--- src/rtl/dram_cmd_frontend.sv ---
// Host command front end: in-order command FIFO with read-after-write hazard detection and statistics.
// Define DRAM_CMD_FWD_EN to answer hazard reads locally instead of stalling the host.
module dram_cmd_frontend #(
   parameter int unsigned DEPTH  = 8,
   parameter int unsigned ADDR_W = 26,
   parameter int unsigned DATA_W = 64,
   parameter int unsigned CNT_W  = 16
) (
   input  logic              i_clk,
   input  logic              i_rst_n,
   input  logic              i_cmd_valid,
   output logic              o_cmd_ready,
   input  logic              i_cmd_rw,
   input  logic [ADDR_W-1:0] i_cmd_addr,
   input  logic [DATA_W-1:0] i_cmd_wdata,
   output logic              o_issue_valid,
   input  logic              i_issue_ready,
   output logic              o_issue_rw,
   output logic [ADDR_W-1:0] o_issue_addr,
   output logic [DATA_W-1:0] o_issue_wdata,
   output logic              o_fwd_valid,
   output logic [DATA_W-1:0] o_fwd_data,
   output logic [CNT_W-1:0]  o_wr_count,
   output logic [CNT_W-1:0]  o_rd_count,
   output logic [CNT_W-1:0]  o_raw_count
);
   localparam int unsigned AW = $clog2(DEPTH);

   typedef enum logic {RUN, STALL} state_e;
   state_e state_q, state_d;

   logic [AW:0]       wr_ptr_q, rd_ptr_q, count;
   logic              mem_rw_q   [DEPTH];
   logic [ADDR_W-1:0] mem_addr_q [DEPTH];
   logic [DATA_W-1:0] mem_data_q [DEPTH];

   logic full, empty, hit, hazard, accept, enq, deq, raw_inc;
   logic [AW-1:0] idx;
`ifdef DRAM_CMD_FWD_EN
   logic [DATA_W-1:0] hit_data;
   logic              fwd_valid_q;
   logic [DATA_W-1:0] fwd_data_q;
`endif

   assign count = wr_ptr_q - rd_ptr_q;
   assign empty = (wr_ptr_q == rd_ptr_q);
   assign full  = (wr_ptr_q[AW] != rd_ptr_q[AW]) && (wr_ptr_q[AW-1:0] == rd_ptr_q[AW-1:0]);

   // Scan oldest to youngest over the pre-dequeue contents so the last match is the youngest write
   always_comb begin
      hit = 1'b0;
      idx = '0;
`ifdef DRAM_CMD_FWD_EN
      hit_data = '0;
`endif
      for (int unsigned k = 0; k < DEPTH; k++) begin
         idx = rd_ptr_q[AW-1:0] + AW'(k);
         if (k < 32'(count) && mem_rw_q[idx] && mem_addr_q[idx] == i_cmd_addr) begin
            hit = 1'b1;
`ifdef DRAM_CMD_FWD_EN
            hit_data = mem_data_q[idx];
`endif
         end
      end
   end

   assign hazard = i_cmd_valid && !i_cmd_rw && hit;
   assign accept = i_cmd_valid && o_cmd_ready;
   assign deq    = o_issue_valid && i_issue_ready;

`ifdef DRAM_CMD_FWD_EN
   assign o_cmd_ready = !full && (state_q == RUN);
   assign enq         = accept && !hazard;
   assign raw_inc     = accept && hazard;
   assign o_fwd_valid = fwd_valid_q;
   assign o_fwd_data  = fwd_data_q;

   always_comb begin
      state_d = RUN;
   end

   always_ff @(posedge i_clk or negedge i_rst_n) begin
      if (!i_rst_n) begin
         fwd_valid_q <= 1'b0;
         fwd_data_q  <= '0;
      end else begin
         fwd_valid_q <= accept && hazard;
         if (accept && hazard) fwd_data_q <= hit_data;
      end
   end
`else
   // Ready drops combinationally on a hazard; once the matching write has left, the held read
   // is accepted in the same cycle the FSM returns to RUN.
   assign o_cmd_ready = !full && !hazard;
   assign enq         = accept;
   assign raw_inc     = (state_q == RUN) && hazard;
   assign o_fwd_valid = 1'b0;
   assign o_fwd_data  = '0;

   always_comb begin
      state_d = state_q;
      case (state_q)
         RUN:     if (hazard)  state_d = STALL;
         STALL:   if (!hazard) state_d = RUN;
         default: state_d = RUN;
      endcase
   end
`endif

   always_ff @(posedge i_clk or negedge i_rst_n) begin
      if (!i_rst_n) begin
         state_q     <= RUN;
         wr_ptr_q    <= '0;
         rd_ptr_q    <= '0;
         o_wr_count  <= '0;
         o_rd_count  <= '0;
         o_raw_count <= '0;
      end else begin
         state_q <= state_d;
         if (enq) wr_ptr_q <= wr_ptr_q + 1'b1;
         if (deq) rd_ptr_q <= rd_ptr_q + 1'b1;
         if (accept && i_cmd_rw && o_wr_count != '1)   o_wr_count  <= o_wr_count + 1'b1;
         if (accept && !i_cmd_rw && o_rd_count != '1)  o_rd_count  <= o_rd_count + 1'b1;
         if (raw_inc && o_raw_count != '1)             o_raw_count <= o_raw_count + 1'b1;
      end
   end

   always_ff @(posedge i_clk) begin
      if (enq) begin
         mem_rw_q[wr_ptr_q[AW-1:0]]   <= i_cmd_rw;
         mem_addr_q[wr_ptr_q[AW-1:0]] <= i_cmd_addr;
         mem_data_q[wr_ptr_q[AW-1:0]] <= i_cmd_wdata;
      end
   end

   assign o_issue_valid = !empty;
   assign o_issue_rw    = mem_rw_q[rd_ptr_q[AW-1:0]];
   assign o_issue_addr  = mem_addr_q[rd_ptr_q[AW-1:0]];
   assign o_issue_wdata = mem_data_q[rd_ptr_q[AW-1:0]];

endmodule

--- config.mk ---
export PLATFORM = sky130hd
export DESIGN_NAME = dram_cmd_frontend
export DESIGN_NICKNAME = d
export VERILOG_FILES = /design/src/rtl/dram_cmd_frontend.sv
export SDC_FILE = /design/constraint.sdc
export NUM_CORES = 1
export LEC_CHECK = 0
export ABC_AREA = 0
export CAP_MARGIN = 0
export CORE_ASPECT_RATIO = 0.9
export CORE_MARGIN = 2
export CORE_UTILIZATION = 24
export CTS_BUF_LIST = sky130_fd_sc_hd__clkbuf_2 sky130_fd_sc_hd__clkbuf_4 sky130_fd_sc_hd__clkbuf_8
export DETAILED_ROUTE_END_ITERATION = 6
export SYNTH_ARGS = -nofsm -noshare
export SYNTH_HDL_FRONTEND = slang
export SYNTH_SLANG_ARGS = --single-unit
--- constraint.sdc ---
create_clock -name i_clk -period 20.9 [get_ports i_clk]
set_input_delay 4.18 -clock i_clk [delete_from_list [all_inputs] [get_ports i_clk]]
set_output_delay 4.18 -clock i_clk [all_outputs]
set_load 0.01 [all_outputs]
==> impl.org, run 1 <==
** Timing
- Across the routed clock network, the largest skew measured is 0.05159 ns.
- Slew at the pin closest to its max-slew limit :: 1.217 ns
- Min Clock Period, post-route :: 13.20 ns
- Setup repair after global routing left no endpoint under its margin.
- Final setup violating endpoints :: 0
- For the final routed database, the setup TNS stands at 0 ns.
- The hold violation count in the final report came to 0.
- Slew margin rel. :: 16.58%
- Max Fclk :: 75.76 MHz
- After layout, the worst path uses 63.15% of the clock period.
- The total count of max-transition violations in the final report was 0.

** Global routing
- The initial antenna violation count was 22.
- Pin count of the biggest net entering global routing :: 117
- Global-route usage over all layers :: 16.33%
- The first global-routing pass estimated 218300 µm of wire.
- The via count of the first global-routing pass came to 28197.
- For this run the aggregate overflow at the end of global routing stands at 0.

** Detailed routing
- Count of TritonRoute iterations in the first routing pass :: 7
- Vias per std cell :: 5.070
- Total length of routed met3 wires :: 12510 µm
- The detail route stage leaves a number of antenna-violating nets equal to 0.
- Summed over all layers, the routed wires come to 154400 µm.
- Number of remaining DRC errors :: 1
- Average detailed-routed wire length per instance :: 27.16 µm
- Summing over every cut layer, the via total after detailed routing is 28830.
- The detailed router put a total of 65030 µm of wire on met1.
- In this run the top signal layer used is met5.
- WL met2 :: 72020 µm
- Violation count after the first detailed-route iteration :: 3051

** CTS
- Clock tree from TritonCTS :: yes
- Clock-pin slew of the registers on the worst-case setup and hold paths :: 0.06 ns
- Level count of the clock H-tree :: 4
- After clock tree synthesis, the flow added hold-fix buffers numbering 0.
- Maximum number of buffers from clock root to sink :: 3
- Once the clock tree was built, the resizer swapped 0 gates to a different size.
- At the later pin of the worst-skew pair, clock insertion delay measures 0.90 ns.
- Clock Sink Count :: 785
- Number of buffers created by CTS :: 143
- Root buf cell :: sky130_fd_sc_hd__clkbuf_8
- Number of buffers inserted to repair setup after CTS :: 0

** Setup path
- The startpoint identified for the worst register-to-register timing path is rd_ptr_q[1].
- Of all nets on the critical path, the largest fanout is 15.
- Data on the critical path is required at its endpoint by 16.72 ns.
- FF-to-FF setup slack :: 11.04 ns
- Critical Path Start Type :: primary input
- Data on the critical path arrives at its endpoint at 9.02 ns.
- Counting cells, the worst reg-to-reg path comes to 16.
- The critical path in this run is classified as primary input to output port.
- The worst register-to-register path ends at mem_data_q[0][0].
- Crit. End Element :: output port

** Final layout
- Synthesis-to-layout area growth :: 17.93%
- In the final layout, the share of cells above drive strength 1 is 24.18%.
- Final Util :: 28.48%
- At the end of the flow, the number of nets in the layout was 3277.
- The filler cells instantiated in the layout total 18317.

** Synth
- Summed over all instances, the cell type with the most area after synthesis is sky130_fd_sc_hd__edfxtp_1.
- After synthesis, the largest area contributor takes up 50.09% of total cell area.
- For this run, asynchronously set or reset flops after synthesis account for 7.261%.
- In the post-synthesis netlist, the biggest area contributors are sky130_fd_sc_hd__edfxtp_1 50%, sky130_fd_sc_hd__mux4_2 20%, sky130_fd_sc_hd__mux2i_1 4.3%.
- Post-synth EDFFs :: 728
- Counting distinct cell types in the post-synthesis netlist gives 78.
- In the synthesized netlist, the cells that appear most often are 728 x sky130_fd_sc_hd__edfxtp_1, 389 x sky130_fd_sc_hd__mux4_2, 298 x sky130_fd_sc_hd__nand2_1.
- Main flop type after synthesis :: sky130_fd_sc_hd__edfxtp_1
- Yosys instantiated no cell more often than sky130_fd_sc_hd__edfxtp_1.
- Synthesis inferred 785 register bits.
- Portion of the post-synthesis area used by sequential elements :: 53.36%
- After synthesis the cells add up to 43640 µm².
- Ys Warns :: 0
- Synthesis produced 2915 cells.
- Dividing the synthesized area by the synthesized cell count gives 14.97 µm².

** Power and ir drop
- The analysis attributes to cell leakage a power of 17.03 nW.
- For this design the ratio of total power to cell area is 174.6 nW/µm².
- Worst ir drop on vdd :: 126.9 µV

** Status
- Outcome :: finished with violations
- Violated checks :: DRC

** Worst hold path
- In this run the most critical hold path is launched from o_raw_count[6].
- Along the worst hold path, the cell count comes to 1.
- Endpoint of the worst hold path :: o_raw_count[6]
- Hold/Removal Path Class :: flip-flop to flip-flop

** Floorplanning
- After floorplanning, the core was divided into 148 placement rows.
- Measured along the y axis, the die boundary spans 408.6 µm.
- During I/O placement, the number of pins put on the boundary was 301.
- Die boundary width :: 453.5 µm
- Overall die area :: 185300 µm²
- Once the floorplan was initialized, standard cells occupied 24.15% of the core.
- The region available for standard cell placement spans 180700 µm².

** Job
- Max-cap violations in this run came to 0.

** Placement
- The count of buffers added on input and output ports is 235.
- Routability-driven placement finished with a final weighted congestion of 1.079.
- Detailed placement ended at an HPWL of 107000 µm.
==> cell type report <==
class | count | area, µm² | share of cell area [%]
clock buffers | 191 | 2354 | 4.573
diodes | 7 | 17.52 | 0.03404
well taps | 2400 | 3003 | 5.835
flip-flops and latches | 785 | 23300 | 45.27
inverters | 41 | 157.7 | 0.3063
clock inverters | 62 | 633.1 | 1.230
multi-input cells | 1897 | 19110 | 37.13
repair buffers | 303 | 2895 | 5.626
==> layer usage <==
metal / vias to the layer above / track usage (%)
met1: 15086 / 22.17
met5: - / 0
met4: 22 / 5.064
met2: 1336 / 25.64
met3: 265 / 3.945
li1: 12121 / -
==> placed cells by master, fill, tap and decap left out, types with 15 or more instances in the layout <==
cell type,netlist,final
sky130_fd_sc_hd__a21oi_1,33,33
sky130_fd_sc_hd__a221oi_1,18,18
sky130_fd_sc_hd__a22oi_1,15,15
sky130_fd_sc_hd__and2_1,20,20
sky130_fd_sc_hd__and3_1,26,24
sky130_fd_sc_hd__buf_4,92,65
sky130_fd_sc_hd__clkbuf_4,0,44
sky130_fd_sc_hd__clkbuf_8,0,147
sky130_fd_sc_hd__clkdlybuf4s50_1,0,234
sky130_fd_sc_hd__clkinv_1,7,34
sky130_fd_sc_hd__conb_1,1,65
sky130_fd_sc_hd__dfrtp_1,57,54
sky130_fd_sc_hd__edfxtp_1,728,728
sky130_fd_sc_hd__inv_1,32,31
sky130_fd_sc_hd__mux2_2,68,68
sky130_fd_sc_hd__mux2i_1,188,188
sky130_fd_sc_hd__mux4_2,389,389
sky130_fd_sc_hd__nand2_1,298,298
sky130_fd_sc_hd__nand3_1,53,53
sky130_fd_sc_hd__nand4_1,36,36
sky130_fd_sc_hd__nor2_1,87,87
sky130_fd_sc_hd__nor3_1,39,38
sky130_fd_sc_hd__nor4_1,45,45
sky130_fd_sc_hd__o21ai_0,31,31
sky130_fd_sc_hd__o22ai_1,41,41
sky130_fd_sc_hd__xnor2_1,187,185
sky130_fd_sc_hd__xor2_1,40,38
==> critical path: stages <==
cell	delay [ns]
sky130_fd_sc_hd__clkdlybuf4s50_1	0.87
sky130_fd_sc_hd__inv_1	0.46
sky130_fd_sc_hd__a2111oi_0	1.10
sky130_fd_sc_hd__a2111oi_0	0.15
sky130_fd_sc_hd__nor2_1	0.28
sky130_fd_sc_hd__nor4_1	0.13
sky130_fd_sc_hd__a221oi_2	0.37
sky130_fd_sc_hd__a31oi_1	0.35
sky130_fd_sc_hd__and2_1	0.31
sky130_fd_sc_hd__nor2_1	0.21
sky130_fd_sc_hd__clkdlybuf4s50_1	0.59
==> sequential cells by signal, summed over array words and instances, names as in the netlist <==
| signal | flops |
|---|---|
| state_q | 1 |
| rd_ptr_q | 4 |
| mem_addr_q | 208 |
| o_wr_count | 16 |
| mem_data_q | 512 |
| o_rd_count | 16 |
| wr_ptr_q | 4 |
| o_raw_count | 16 |
| mem_rw_q | 8 |
==> how the worst max path moves through the flow <==
stage,from,to,slack (ns),depth (start not counted)
floorplan,i_cmd_addr[24],mem_addr_q[2][0],4.26,11
global placement,i_cmd_addr[1],o_cmd_ready,7.71,11
detailed placement,i_cmd_addr[1],o_cmd_ready,7.78,11
CTS,rd_ptr_q[1],o_cmd_ready,7.60,15
global route,rd_ptr_q[1],o_cmd_ready,7.36,15
finish,i_cmd_addr[1],o_cmd_ready,7.70,11
==> report_power, final <==
| group | leakage, nW | internal, mW | total (mW) | switching [mW] |
|---|---|---|---|---|
| sequential | 7.37 | 1.98 | 2.15 | 0.167 |
| combinational | 8.10 | 2.13 | 5.29 | 3.16 |
| clock | 1.56 | 0.839 | 1.54 | 0.706 |
==> through the flow <==
step                      worst slack [ns]  cell area, µm²  power [mW]  cells  hold slack (ns)
after floorplan                      4.257           43880       5.454   2979           0.4977
after global placement               7.715           48460       7.437   5426           0.4803
after detailed placement             7.783           48460       7.414   5426           0.4789
after CTS                            7.604           51450       9.013   5679           0.4885
after global routing                 7.358           51460       9.366   5685           0.5109
final                                7.701           51470       8.985   5686           0.4886
==> cells by family (layout without fill, tap and decap cells) <==
group | count (synthesis) | after routing | share of synthesized area (%)
adders and majority gates | 11 | 11 | 0.3326
muxes | 646 | 646 | 26.17
DFF | 785 | 785 | 53.36
xor gates and xnor gates | 227 | 227 | 4.555
other | 1 | 72 | 0.008592
and+or+nand+nor | 691 | 691 | 7.701
AOI/OAI and AO/OA | 257 | 257 | 4.237
buffers and inverters | 297 | 597 | 3.641
Note: power is estimated with default switching activity, not from simulation.
==> inputs of run 2 (changes only) <==
==> constraint.sdc (replaced) <==
create_clock -name i_clk -period 11.5 [get_ports i_clk]
set_input_delay 2.3 -clock i_clk [delete_from_list [all_inputs] [get_ports i_clk]]
set_output_delay 2.3 -clock i_clk [all_outputs]
set_load 0.01 [all_outputs]
==> impl.org, run 2 (same netlist as run 1, synthesis figures left out) <==
** Status
- Outcome :: complete, no violations

** Worst hold path
- Hold/Removal Path Class :: flip-flop to flip-flop
- The worst hold path begins at o_raw_count[6].

** CTS
- Later-pin clock latency in the skew report :: 0.89 ns
- Hold repair after CTS inserted 0 buffers.
- Number of instances resized during post-cts repair :: 0
- Level count of the clock H-tree :: 4
- Maximum number of buffers from clock root to sink :: 3
- Clock tree synthesis inserted a total of 141 buffers.
- Number of buffers inserted to repair setup after CTS :: 0
- TritonCTS built the clock tree.
- Clock-pin slew of the registers on the worst-case setup and hold paths :: 0.05 ns
- Clock tree synthesis selected as its root buffer the cell sky130_fd_sc_hd__clkbuf_8.
- Clock tree synthesis found a total of 785 sinks.

** Global routing
- The first global-routing pass estimated 214600 µm of wire.
- Number of global-route vias before repair :: 28122
- Entering global routing, the biggest net connects 104 pins.
- Initial antenna violation count :: 16
- Remaining global-route overflow :: 0
- Global-route usage over all layers :: 15.94%

** Timing
- Post-route setup TNS :: 0 ns
- The total count of max-transition violations in the final report is 0.
- Slew margin rel. :: 22.64%
- Slew at the pin closest to its max-slew limit :: 1.142 ns
- Setup repair after global routing left no endpoint under its margin.
- Setup violations remaining at the end of the flow were counted as 0.
- Number of failing hold endpoints at the final stage :: 0
- Clock Skew :: 0.04161 ns
- Final period utilization :: 88.02%
- Min Clock Period, post-route :: 10.12 ns
- Based on the critical path, the design can be clocked at up to 98.79 MHz.

** Setup path
- The signal on the critical path passes through clkinv_1, buf_4, ha_4, buf_4, mux4_2, mux2i_1, xnor2_1, a2111oi_0, o311ai_0, nor4_1, a311oi_1, a31oi_1, and2_1, nor2_1, clkdlybuf4s50_1.
- Along the worst path, the maximum fanout reaches 44.
- Category of the critical setup timing path :: flip-flop to output port
- In this design, the critical path's most frequently occurring cell is sky130_fd_sc_hd__buf_4.
- FF-to-FF Start :: rd_ptr_q[1]
- On the worst path, the slowest cell contributes a delay of 0.94 ns.
- Data arrival, critical path :: 7.82 ns
- Critical Path Start Type :: flip-flop
- At the worst endpoint, the required time is 9.20 ns.
- Tracing the worst setup path back leads to its startpoint at rd_ptr_q[1].
- For this design, the slowest cell found on the critical path is sky130_fd_sc_hd__dfrtp_4.
- STA classifies the critical path endpoint as an output port.

** Placement
- Total cell area at the placement stage :: 48550 µm²
- Input and output buffers added on the ports amount to 235.
- Hpwl dp :: 101900 µm
- At the end of routability-driven placement, the weighted congestion stood at 1.018.

** Power and ir drop
- Switching share of power :: 44.60%
- The share of total power dissipated in combinational logic is 58.9%.
- VDD sags by at most 260.1 µV.
- In this run the power density over the cells is 314.2 nW/µm².
- The share of total power dissipated in the clock network is 16.6%.
- Of the total power, registers draw 24.5%.
- Summed over all cells, the static leakage comes to 16.95 nW.
- Cell internal power was estimated by the tool at 8.948 mW.
- Switching Power :: 7.202 mW

** Floorplanning
- In this run the horizontal extent of the chip is 453.5 µm.
- Standard-cell rows :: 148
- For this configuration, the core starts out at a cell density of 24.15%.
- The total area inside the core boundary comes to 180700 µm².
- Overall die area :: 185300 µm²
- Top Ports :: 301
- The die is 408.6 µm tall.

** Detailed routing
- Number of vias in the routed layout :: 28710
- Remaining antenna violation count after routing :: 0
- Dividing the detail-routed via count by the number of cells gives 5.063.
- In the routed design, unresolved DRC markers number 0.
- Count of TritonRoute iterations in the first routing pass :: 5
- Average detailed-routed wire length per instance :: 26.59 µm
- Summed over all layers, the routed wires come to 150800 µm.
- Violation count after the first detailed-route iteration :: 2964

** Final layout
- Compared with the post-synthesis result, the final layout area differs by 17.76%.
- For this run, the post-layout net count is 3269.
- Commonest non-fill, non-tap cell in the layout :: sky130_fd_sc_hd__edfxtp_1
- The register with the most flip-flops in the layout has 512 of them.
- Of the cells placed in the final design, the portion with a size suffix greater than 1 is 23.80%.
- Most frequent cells in the layout :: 728 x sky130_fd_sc_hd__edfxtp_1, 389 x sky130_fd_sc_hd__mux4_2, 298 x sky130_fd_sc_hd__nand2_1
- Total non-filler cell area in the finished layout :: 51400 µm²

** Job
- # Max-Cap Violations :: 0
==> run 2: cell count changes in the layout (fill, tap and decap cells not counted), moves of 2 or more <==
cell	delta
sky130_fd_sc_hd__clkinv_1	+3
sky130_fd_sc_hd__clkbuf_4	-9
sky130_fd_sc_hd__clkbuf_8	-5
sky130_fd_sc_hd__clkinv_2	+5
sky130_fd_sc_hd__nor4b_4	+2
sky130_fd_sc_hd__inv_16	-5
sky130_fd_sc_hd__clkinv_8	+3
sky130_fd_sc_hd__buf_4	-15
sky130_fd_sc_hd__nor4b_2	-2
sky130_fd_sc_hd__buf_12	+9
==> run 2: worst max-delay path: cells and delay by family (launching register included) <==
kind,cells,cell delay (ns)
AO/OA/AOI/OAI,4,1.69
buffers and inverters,4,1.56
flip-flops,1,0.94
multiplexers,2,0.86
adder cells (fa/ha/maj),1,0.84
AND/OR/NAND/NOR,3,0.80
XOR/XNOR,1,0.13
==> run 2: metal layers <==
layer	track usage (%)	part of all wire (%)	vias to the layer above
li1	-	-	12079
met1	21.40	42	15093
met2	25.20	47	1291
met3	4.171	8.0	231
met4	4.645	2.6	16
met5	0	0.073	-
==> run 2: cell type report <==
type	instances	area [µm²]
inverter	41	157.7
timing repair buffer	297	2963
fill	18219	129300
sequential	785	23300
antenna	6	15.01
clock inverter	68	613.1
tap	2400	3003
clock buffer	177	2217
multi-input combinational	1897	19130
==> run 2: power groups by stage <==
| stage | sequential, mW | clock [mW] | combinational [mW] |
|---|---|---|---|
| after floorplan | 3.86 | 0 | 6.04 |
| after detailed placement | 4.01 | 0 | 9.45 |
| after CTS | 3.95 | 2.78 | 9.50 |
| after global placement | 3.99 | 0 | 9.51 |
| final | 3.95 | 2.68 | 9.52 |
| after global routing | 4.00 | 2.89 | 9.96 |
==> run 2: final timing paths <==
kind / to / slack, ns / depth (start not counted)
worst max-delay path: o_cmd_ready / 1.38 / 15
worst min-delay path: o_raw_count[6] / 0.49 / 1
worst max register to register: mem_data_q[0][61] / 3.62 / 15
worst min register to register: o_raw_count[6] / 0.49 / 1
max in group asynchronous: rd_ptr_q[2] / 9.35 / 2
min in group asynchronous: o_rd_count[3] / 1.59 / 2
==> run 2: metrics by stage <==
stage	power, mW	hold WS [ns]	util, %	setup WS (ns)	std cells
floorplan	9.897	0.4977	-	0.2209	2979
global placement	13.49	0.4826	26.86	2.216	5420
detailed placement	13.46	0.4818	26.86	2.253	5420
CTS	16.23	0.4939	28.43	1.300	5665
global route	16.85	0.5070	28.43	1.046	5669
finish	16.15	0.4933	28.44	1.378	5671
